===== config.mk =====
export PLATFORM = sky130hd
export DESIGN_NAME = hdb3_decode
export DESIGN_NICKNAME = d
export VERILOG_FILES = /design/src/rtl/hdb3_decode.sv
export SDC_FILE = /design/constraint.sdc
export NUM_CORES = 1
export LEC_CHECK = 0
export ABC_AREA = 1
export ABC_CLOCK_PERIOD_IN_PS = 1980
export BUFFER_PORTS_ARGS = -buffer_cell sky130_fd_sc_hd__buf_2
export CAP_MARGIN = 0
export CORE_AREA = 2 2 39 41
export CTS_CLUSTER_DIAMETER = 200
export DETAILED_ROUTE_END_ITERATION = 10
export DIE_AREA = 0 0 41 43
export PLACE_DENSITY_LB_ADDON = 0.12
export SLEW_MARGIN = 20
export SYNTH_ARGS = -nofsm -noshare
export SYNTH_HDL_FRONTEND = slang
export SYNTH_SLANG_ARGS = --single-unit

===== constraint.sdc =====
create_clock -name i_clk -period 1.98 [get_ports i_clk]
set_clock_uncertainty 0.1 [all_clocks]
set_input_delay 0.198 -clock i_clk [delete_from_list [all_inputs] [get_ports i_clk]]
set_output_delay 0.198 -clock i_clk [all_outputs]
set_load 0.01 [all_outputs]

===== src/rtl/hdb3_decode.sv =====
// HDB3 line decoder: ternary symbols in, NRZ bits out through a fixed 4-stage
// pipeline so that a violation pulse can erase the three symbols before it.
module hdb3_decode (
    input  logic       i_clk,
    input  logic       i_rst,
    input  logic [1:0] i_hdb3_code,
    output logic       o_data,
    output logic       o_valid,
    output logic       o_err
);

    // stage_q[0] is s1 (newest), stage_q[3] is s4 (drives o_data)
    logic [3:0] stage_q, stage_d;
    logic       pol_q, pol_d;      // 1 = last mark positive, 0 = negative
    logic [2:0] zrun_q, zrun_d;
    logic [2:0] fill_q, fill_d;
    logic       err_q, err_d;

    logic is_zero;
    logic is_illegal;
    logic is_pulse;
    logic sym_pos;
    logic is_v;
    logic is_mark;

    always_comb begin
        is_zero    = (i_hdb3_code == 2'b00);
        is_illegal = (i_hdb3_code == 2'b10);
        is_pulse   = i_hdb3_code[0];
        sym_pos    = ~i_hdb3_code[1];
        is_v       = is_pulse && (sym_pos == pol_q);
        is_mark    = is_pulse && (sym_pos != pol_q);

        pol_d   = is_pulse ? sym_pos : pol_q;
        // A violation erases itself and the three symbols still in flight
        stage_d = is_v ? 4'b0000 : {stage_q[2:0], is_mark};

        if (is_zero)
            zrun_d = (zrun_q == 3'd7) ? 3'd7 : zrun_q + 3'd1;
        else
            zrun_d = 3'd0;

        err_d  = is_illegal || (is_zero && (zrun_q >= 3'd3));
        fill_d = (fill_q == 3'd4) ? 3'd4 : fill_q + 3'd1;
    end

    always_ff @(posedge i_clk or posedge i_rst) begin
        if (i_rst) begin
            stage_q <= 4'b0000;
            pol_q   <= 1'b0;
            zrun_q  <= 3'd0;
            fill_q  <= 3'd0;
            err_q   <= 1'b0;
        end else begin
            stage_q <= stage_d;
            pol_q   <= pol_d;
            zrun_q  <= zrun_d;
            fill_q  <= fill_d;
            err_q   <= err_d;
        end
    end

    assign o_data  = stage_q[3];
    assign o_valid = (fill_q == 3'd4);
    assign o_err   = err_q;

endmodule


==> qor.csv, run 1 <==
metric,value,unit
cp.arrival,1.14,ns
power,480,µW
power_density,800,mW/mm²
setup_ws,0.544,ns
start_util,36.3,%
slowest_stage,dfrtp_1,
swShare,20.9,%
grt_first_pass_wirelength,1.23,mm
drive_gt1_share,20.3,%
relSlewSlack,70.3,%
netlist_area,503,µm²
dieHeight,43,µm
seq_area,300,µm²
place_area,553,µm²
crit_family,flip-flops,
synth_seq_cells,12,
io_buffers,6,
htreeDepth,1,
drt-total-wl,671,µm
p_int,379,µW
ctsHoldBuffers,1,
clkLatencyLatePin,0.27,ns
startpoint_type,register,
critPathRequiredTime,1.68,ns
vias,337,
syn_nets,60,
final_common_cell,inv_1,
multiInputGateArea,150,µm²
clkTransAtPathRegs,0.07,ns
area_growth,19.2,%
cpPeakStageDelay,0.37,ns
crit_chain,inv_1 > ha_1 > nand2_1 > inv_1 > buf_2,
setup_viol,0,
worstReg2RegEnd,o_err,
cts.repair.resized,0,
diodes,0,
peakVddDrop,482,µV
max_clock_freq,696,MHz
post_cts_buffers,0,
whs_path_depth,2,
final_cell_mix,"13 x inv_1, 12 x dfrtp_1, 11 x nand2_1",
n_fill_cell,142,
route.detailed.drc,0,
synth_top_cell_by_area,dfrtp_1,
rrSetupSlack,0.83,ns
ioPinCount,7,
switchingPower,100,µW
finalHoldViolations,0,
die_x,41,µm
nets,72,
combinationalPowerShare,6.8,%
clkPwrFrac,39.1,%
drt_iter0_drc,2,
yosysWarnings,0,
r2r-start,zrun_q[0],
globalplace.congestion,0.725,
cap_viol_max_count,0,
cts_tree,done,
cts.sink_count,12,
path_class,register to primary output,
drt-pass1-iter-count,2,
whs_endpoint,zrun_q[2],
grt-ovfl-total,0,
path_buf_inv,3,
hpwl,512,µm
cts_root_buf,clkbuf_4,
crit_path_end_kind,primary output,
ff2ff_path_depth,4,
wl_per_cell,8.39,µm
setup_tns,0,ns
grt_pass1_vias,312,
synthTopCellsByArea,"dfrtp_1 60%, inv_1 9.7%, nand2_1 8.2%",
timing.final.crit_share,72.5,%
cts_buffers,3,
yosys.cell_types.count,14,
grt_max_degree,13,
post-place-ws,0.816,ns
worst_pin_slew,0.444,ns
slew_violations,0,
num_rows,14,
min_period,1.44,ns
syn_avg_cell_area,9.49,µm²
min_from,i_hdb3_code[0],
fin_area,599,µm²
netlist.area_leader.share,59.7,%
rsz0062_at_grt,false,
critical_path_peak_fanout,3,
antenna_found_initial,0,
synthCells,53,
core_area,0.00138,mm²
seq_area_frac_synth,59.7,%
power.leakage,0.356,nW
path_common_cell,inv_1,
clock_path_buffers,2,
ant_nets,0,
avgViaCountPerCell,4.21,
track_usage,11.2,%
hold_path.class,input pin to register,
pwr-share-seq,54.1,%
status,"finished, final reports clean",
fp.dieArea,0.00176,mm²
-- power groups by stage --
stage,Clock (mW),Combinational (mW),Sequential [mW]
floorplan,0,0.0199,0.265
global placement,0,0.0326,0.264
detailed placement,0,0.0320,0.264
CTS,0.199,0.0339,0.259
global route,0.212,0.0387,0.261
finish,0.187,0.0328,0.259
-- how the worst max path moves through the flow --
stage | start | end | slack (ns) | cells past startpoint
3_3_place_gp | fill_q[0] | o_valid | 0.82 | 5
2_1_floorplan | zrun_q[0] | o_err | 0.87 | 4
4_1_cts | fill_q[0] | o_valid | 0.51 | 5
5_1_grt | fill_q[0] | o_valid | 0.40 | 5
3_5_place_dp | fill_q[0] | o_valid | 0.82 | 5
6_report | fill_q[0] | o_valid | 0.54 | 5
-- layout make-up --
| class | count | area share, % |
|---|---|---|
| Timing Repair Buffer | 7 | 6.68 |
| Tap cell | 16 | 3.34 |
| Clock buffer | 4 | 6.05 |
| Inverter | 14 | 8.77 |
| Sequential cell | 12 | 50.1 |
| Multi-Input combinational cell | 27 | 25.1 |
-- cells in the mapped netlist --
library cell and n:
ha_1 3, o21ai_0 2, nand3_2 1, inv_1 13, xnor2_1 1, nor2_1 4, nand3_1 1, nand2_2 1
nand2_1 11, dfrtp_1 12, a21oi_1 1, inv_2 1, and2_1 1, nor3_1 1
-- kinds of logic after synthesis --
family / after synthesis / synth area share [%]
and+or+nand+nor: 20 / 17.7
buffers and inverters: 14 / 10.4
DFF: 12 / 59.7
AOI/OAI and AO/OA: 3 / 2.98
adders and majority gates: 3 / 7.46
xor gates and xnor gates: 1 / 1.74
-- per-layer routing --
| metal | global-route usage (%) | vias to the layer above | share of wire [%] |
|---|---|---|---|
| met5 | 0 | - | 0 |
| met4 | 6.00 | 0 | 1.9 |
| met3 | 9.42 | 2 | 7.7 |
| met2 | 14.4 | 7 | 43 |
| met1 | 12.4 | 152 | 47 |
| li1 | - | 176 | - |
-- registers in the layout (all words and copies together) (netlist names) --
name	flops
stage_q	4
o_err	1
pol_q	1
zrun_q	3
fill_q	3
-- worst register-to-register path, delay by kind of cell, from the launching register on --
family        cells  cell delay, ns
flops             1            0.40
fa+ha+maj         1            0.21
simple gates      3            0.33
-- per-stage QoR --
step	hold slack [ns]	instances	util [%]
floorplan	-0.0373	53	-
global placement	0.132	75	40.0
detailed placement	0.128	75	40.0
CTS	0.0430	80	43.3
global route	0.0364	80	43.3
finish	0.0509	80	43.3
Note: power is estimated with default switching activity, not from simulation.
==> run 2, diff against run 1 <==
Settings changed: ABC_AREA 1 to 0, ABC_CLOCK_PERIOD_IN_PS 1980 to 1200.
Clock period 1.98 ns to 1.2 ns, I/O delays scaled along.
==> qor.csv, run 2 <==
metric,value,unit
status,finished with violations,
violations,setup timing,
synth_top_flop_cell,dfrtp_1,
clkPwrFrac,32.3,%
dp_cells,64,
rrSetupSlack,0,ns
antenna_found_initial,0,
synthMuxAreaShare,0,%
cap_viol_max_count,0,
cts.sink_count,12,
syn_nets,48,
grt-ovfl-total,0,
critical_path_peak_fanout,2,
yosys.cell_types.count,16,
syn_avg_cell_area,11.7,µm²
diodes,0,
drive_gt1_share,39.3,%
largest_reg_flops,4,
switchingPower,168,µW
wl_per_cell,13.1,µm
synth_seq_cells,12,
setup_viol,1,
grt_pass1_vias,364,
yosysMostFrequentCell,dfrtp_1,
netlist.area_leader.share,62.8,%
combinationalPowerShare,9.2,%
ant_nets,0,
timing.final.crit_share,111,%
clock_path_buffers,2,
cts_buffers,3,
path_class,register to primary output,
startpoint_type,register,
ioPinCount,7,
worst_pin_slew,0.463,ns
grt_first_pass_wirelength,1.51,mm
synthAdderAreaFrac,7.85,%
cts_root_buf,clkbuf_4,
dieHeight,43,µm
ff2ff_path_depth,4,
fp.dieArea,0.00176,mm²
route.detailed.drc,0,
finalHoldViolations,0,
clkLatencyLatePin,0.26,ns
relSlewSlack,69.1,%
synth_commonest_cells,"12 x dfrtp_1, 5 x nor2_1, 4 x inv_1, 3 x a21boi_0, 3 x ha_1",
netlist_area,478,µm²
synth_top_cell_by_area,dfrtp_1,
seq_area_frac_synth,62.8,%
crit_path_end_kind,primary output,
min_period,1.33,ns
synthTopCellsByArea,"dfrtp_1 63%, ha_1 7.9%, a21boi_0 4.7%",
power.leakage,0.307,nW
fin_util,46.3,%
top_regs,"stage_q x4, fill_q x3, zrun_q x3",
p_int,570,µW
worstReg2RegEnd,zrun_q[0],
power,738,µW
num_rows,14,
drt-total-wl,941,µm
setup_ws,-0.130,ns
max_clock_freq,752,MHz
synthCells,41,
power_density,1150,mW/mm²
io_buffers,6,
synth-simple-area-share,12.0,%
hpwl,638,µm
critPathRequiredTime,0.98,ns
globalplace.congestion,0.633,
start_util,34.5,%
drt_iter0_drc,2,
slew_violations,0,
startpoint,fill_q[0],
htreeDepth,1,
clkTransAtPathRegs,0.07,ns
yosysWarnings,0,
swShare,22.8,%
drt-pass1-iter-count,2,
core_area,0.00138,mm²
final_cell_mix,"12 x dfrtp_1, 6 x buf_4, 5 x nor2_1, 5 x buf_2",
peakVddDrop,644,µV
synthXorXnorAreaFrac,1.83,%
grt_max_degree,13,
cts_tree,done,
final_common_cell,dfrtp_1,
synth_top_family_by_area,simple AND/OR/NAND/NOR gates,
hold_path.class,input pin to register,
avgViaCountPerCell,4.60,
whs_path_depth,2,
track_usage,13.6,%
final_cells,72,
die_x,41,µm
synth_edf_count,0,
r2r-start,zrun_q[1],
regMostFlops,stage_q,
vias,331,
synth_compound_area_share,11.3,%
rsz0062_at_grt,true,
cp.arrival,1.11,ns
area_growth,34.0,%
crit_end,o_valid,
postSynth.asyncResetShare,100,%
pwr-share-seq,58.5,%
nets,65,
## run 2: cell types whose count changed after synthesis, moves of 2 or more
cell      change
nand2_1      -10
nor2b_1       +2
a21boi_0      +3
inv_1         -9
## run 2: power groups by stage
stage / Combinational [mW] / Clock (mW) / Sequential [mW]
floorplan: 0.0316 / 0 / 0.440
global placement: 0.0530 / 0 / 0.438
detailed placement: 0.0565 / 0 / 0.439
CTS: 0.0630 / 0.246 / 0.432
global route: 0.0769 / 0.267 / 0.433
finish: 0.0682 / 0.238 / 0.431
## run 2: cell type report
cell class / count / area, µm²
Fill cell: 133 / 743
Sequential cell: 12 / 300
Multi-Input combinational cell: 24 / 191
Timing Repair Buffer: 13 / 91.3
Clock buffer: 3 / 22.5
Tap cell: 16 / 20.0
Inverter: 4 / 15.0
## run 2: logic make-up after synthesis
logic type,Yosys count
and+or+nand+nor,12
AOI/OAI and AO/OA,8
buffers and inverters,5
xor gates and xnor gates,1
DFF,12
adders and majority gates,3
## run 2: what timing repair did
item	4_1_cts	5_1_grt
pin swaps	2	3
gates cloned	0	0
buffers inserted	3	1
endpoints found under the hold margin	12	0
endpoints found under the setup margin	2	4
resized for setup	6	3
hold buffers	1	0
## run 2: worst max-delay path: stages (launching register included)
cell     delay, ns
dfrtp_1       0.39
inv_2         0.06
ha_2          0.16
and2_4        0.14
buf_6         0.09
## run 2: metal layers
layer	GRT usage, %	share of wire, %	up-vias
met5	0	0	-
met4	10.0	0	0
met3	3.14	2.3	0
met2	22.2	59	4
met1	13.9	39	161
li1	-	-	166
## run 2: through the flow
stage / hold slack (ns) / TNS, ns / area (µm²) / setup WS [ns]
after floorplan: -0.115 / 0 / 479 / 0.00375
after global placement: 0.0267 / 0 / 539 / 0.0339
after global routing: 0.0342 / -0.255 / 641 / -0.184
after CTS: 0.00292 / -0.143 / 618 / -0.143
final: 0.0276 / -0.130 / 641 / -0.130
after detailed placement: 0.0518 / -0.0402 / 539 / -0.0402
## run 2: how the worst min path moves through the flow
stage / startpoint / end / slack [ns]
after global placement: i_rst / stage_q[1] / 0.03
after detailed placement: i_rst / stage_q[0] / 0.05
final: i_hdb3_code[0] / zrun_q[0] / 0.03
after floorplan: i_rst / fill_q[0] / -0.12
after CTS: i_hdb3_code[0] / zrun_q[0] / 0.003
after global routing: i_hdb3_code[0] / zrun_q[0] / 0.03
==> run 3, diff against run 2 <==
--- a/constraint.sdc
+++ b/constraint.sdc
@@ -4,2 +4,2 @@
 set_output_delay 0.12 -clock i_clk [all_outputs]
-set_load 0.01 [all_outputs]
+set_load 0.1 [all_outputs]
==> qor.csv, run 3 (synthesized netlist as in run 2, its figures left out) <==
metric,value,unit
largest_reg_flops,4,
clock_path_buffers,2,
max_clock_freq,710,MHz
crit_path_end_kind,primary output,
r2r-start,fill_q[0],
nets,69,
final_cells,77,
ant_nets,0,
io_buffers,6,
worst_pin_slew,0.448,ns
startpoint_type,register,
dp_cells,64,
timing.hold.ws,0.283,ns
ioPinCount,7,
combinationalPowerShare,13.8,%
timing.final.crit_share,117,%
swShare,24.7,%
power.leakage,0.347,nW
rrSetupSlack,-0.02,ns
cts_root_buf,clkbuf_4,
power_density,1150,mW/mm²
pwr-share-seq,49.7,%
area_growth,58.9,%
htreeDepth,1,
wl_per_cell,11.8,µm
cp.arrival,1.19,ns
start_util,34.5,%
setup_tns,-0.238,ns
setup_ws,-0.209,ns
path_class,register to primary output,
clkPwrFrac,36.5,%
hpwl,598,µm
cts.sink_count,12,
clkTransAtPathRegs,0.07,ns
core_area,0.00138,mm²
critPathRequiredTime,0.98,ns
drt_iter0_drc,3,
track_usage,13.9,%
cts_tree,done,
setup_viol,3,
critical_path_peak_fanout,2,
dieHeight,43,µm
p_int,659,µW
finalHoldViolations,0,
drt-pass1-iter-count,2,
ff2ff_path_depth,6,
worstReg2RegEnd,fill_q[1],
globalplace.congestion,0.617,
final_cell_mix,"12 x dfrtp_1, 7 x buf_4, 4 x nor2_1",
crit_end,o_valid,
drive_gt1_share,47.5,%
clkLatencyLatePin,0.27,ns
startpoint,fill_q[0],
top_regs,"stage_q x4, fill_q x3, zrun_q x3",
peakVddDrop,708,µV
vias,363,
grt_max_degree,13,
min_period,1.41,ns
slew_violations,0,
antenna_found_initial,0,
die_x,41,µm
num_rows,14,
status,finished with violations,
route.detailed.drc,0,
post-place-ws,-0.0175,ns
grt_pass1_vias,381,
drt-total-wl,906,µm
relSlewSlack,70.1,%
rsz0062_at_grt,true,
avgViaCountPerCell,4.71,
power,875,µW
fp.dieArea,0.00176,mm²
violations,setup timing,
final_common_cell,dfrtp_1,
grt-ovfl-total,0,
cap_viol_max_count,0,
regMostFlops,stage_q,
n_fill_cell,111,
hold_path.class,input pin to asynchronous set/reset pin,
grt_first_pass_wirelength,1.50,mm
cts_buffers,3,
diodes,0,
switchingPower,216,µW
[run 3: worst min-delay path by stage]
stage	slack (ns)	start	to
floorplan	-0.12	i_rst	fill_q[0]
global route	0.33	i_rst	fill_q[1]
CTS	0.29	i_rst	stage_q[1]
global placement	0.03	i_rst	stage_q[0]
finish	0.28	i_rst	stage_q[1]
detailed placement	0.05	i_rst	pol_q
[run 3: power by group through the flow]
stage          clock network [mW]  logic, mW  registers, mW
2_1_floorplan                   0     0.0316          0.472
3_3_place_gp                    0      0.100          0.441
3_5_place_dp                    0      0.102          0.442
4_1_cts                     0.332      0.111          0.435
5_1_grt                     0.345      0.130          0.437
6_report                    0.320      0.121          0.435
[run 3: worst max-delay path, stage by stage, from the launching register on]
cell and delay, ns:
dfrtp_1 0.39, inv_2 0.08, ha_4 0.12, and2_4 0.15
buf_12 0.17
[run 3: final cells by class]
class                      count  area (µm²)  area share (%)
sequential                    12         300            39.5
multi-input combinational     24         219            28.8
timing repair buffer          17         169            22.2
clock buffer                   4        36.3            4.78
tap                           16        20.0            2.64
inverter                       4        15.0            1.98
[run 3: timing repair]
action | 4_1_cts | 5_1_grt
gates resized for setup | 5 | 9
buffers inserted | 4 | 2
pin swaps | 2 | 2
setup endpoints to repair | 2 | 6
cloned | 0 | 0
hold buffers | 3 | 0
hold endpoints to repair | 16 | 0
[run 3: layer usage]
metal  track usage, %  routed length, µm
met5                0                  0
met3             4.71                 34
met2             22.8                520
met4             12.0                 21
met1             12.3                330
[run 3: through the flow]
| step | instance area, µm² | util, % |
|---|---|---|
| after floorplan | 482 | - |
| after global placement | 587 | 42.4 |
| after detailed placement | 587 | 42.4 |
| after CTS | 701 | 50.6 |
| after global routing | 759 | 54.9 |
| final | 759 | 54.9 |
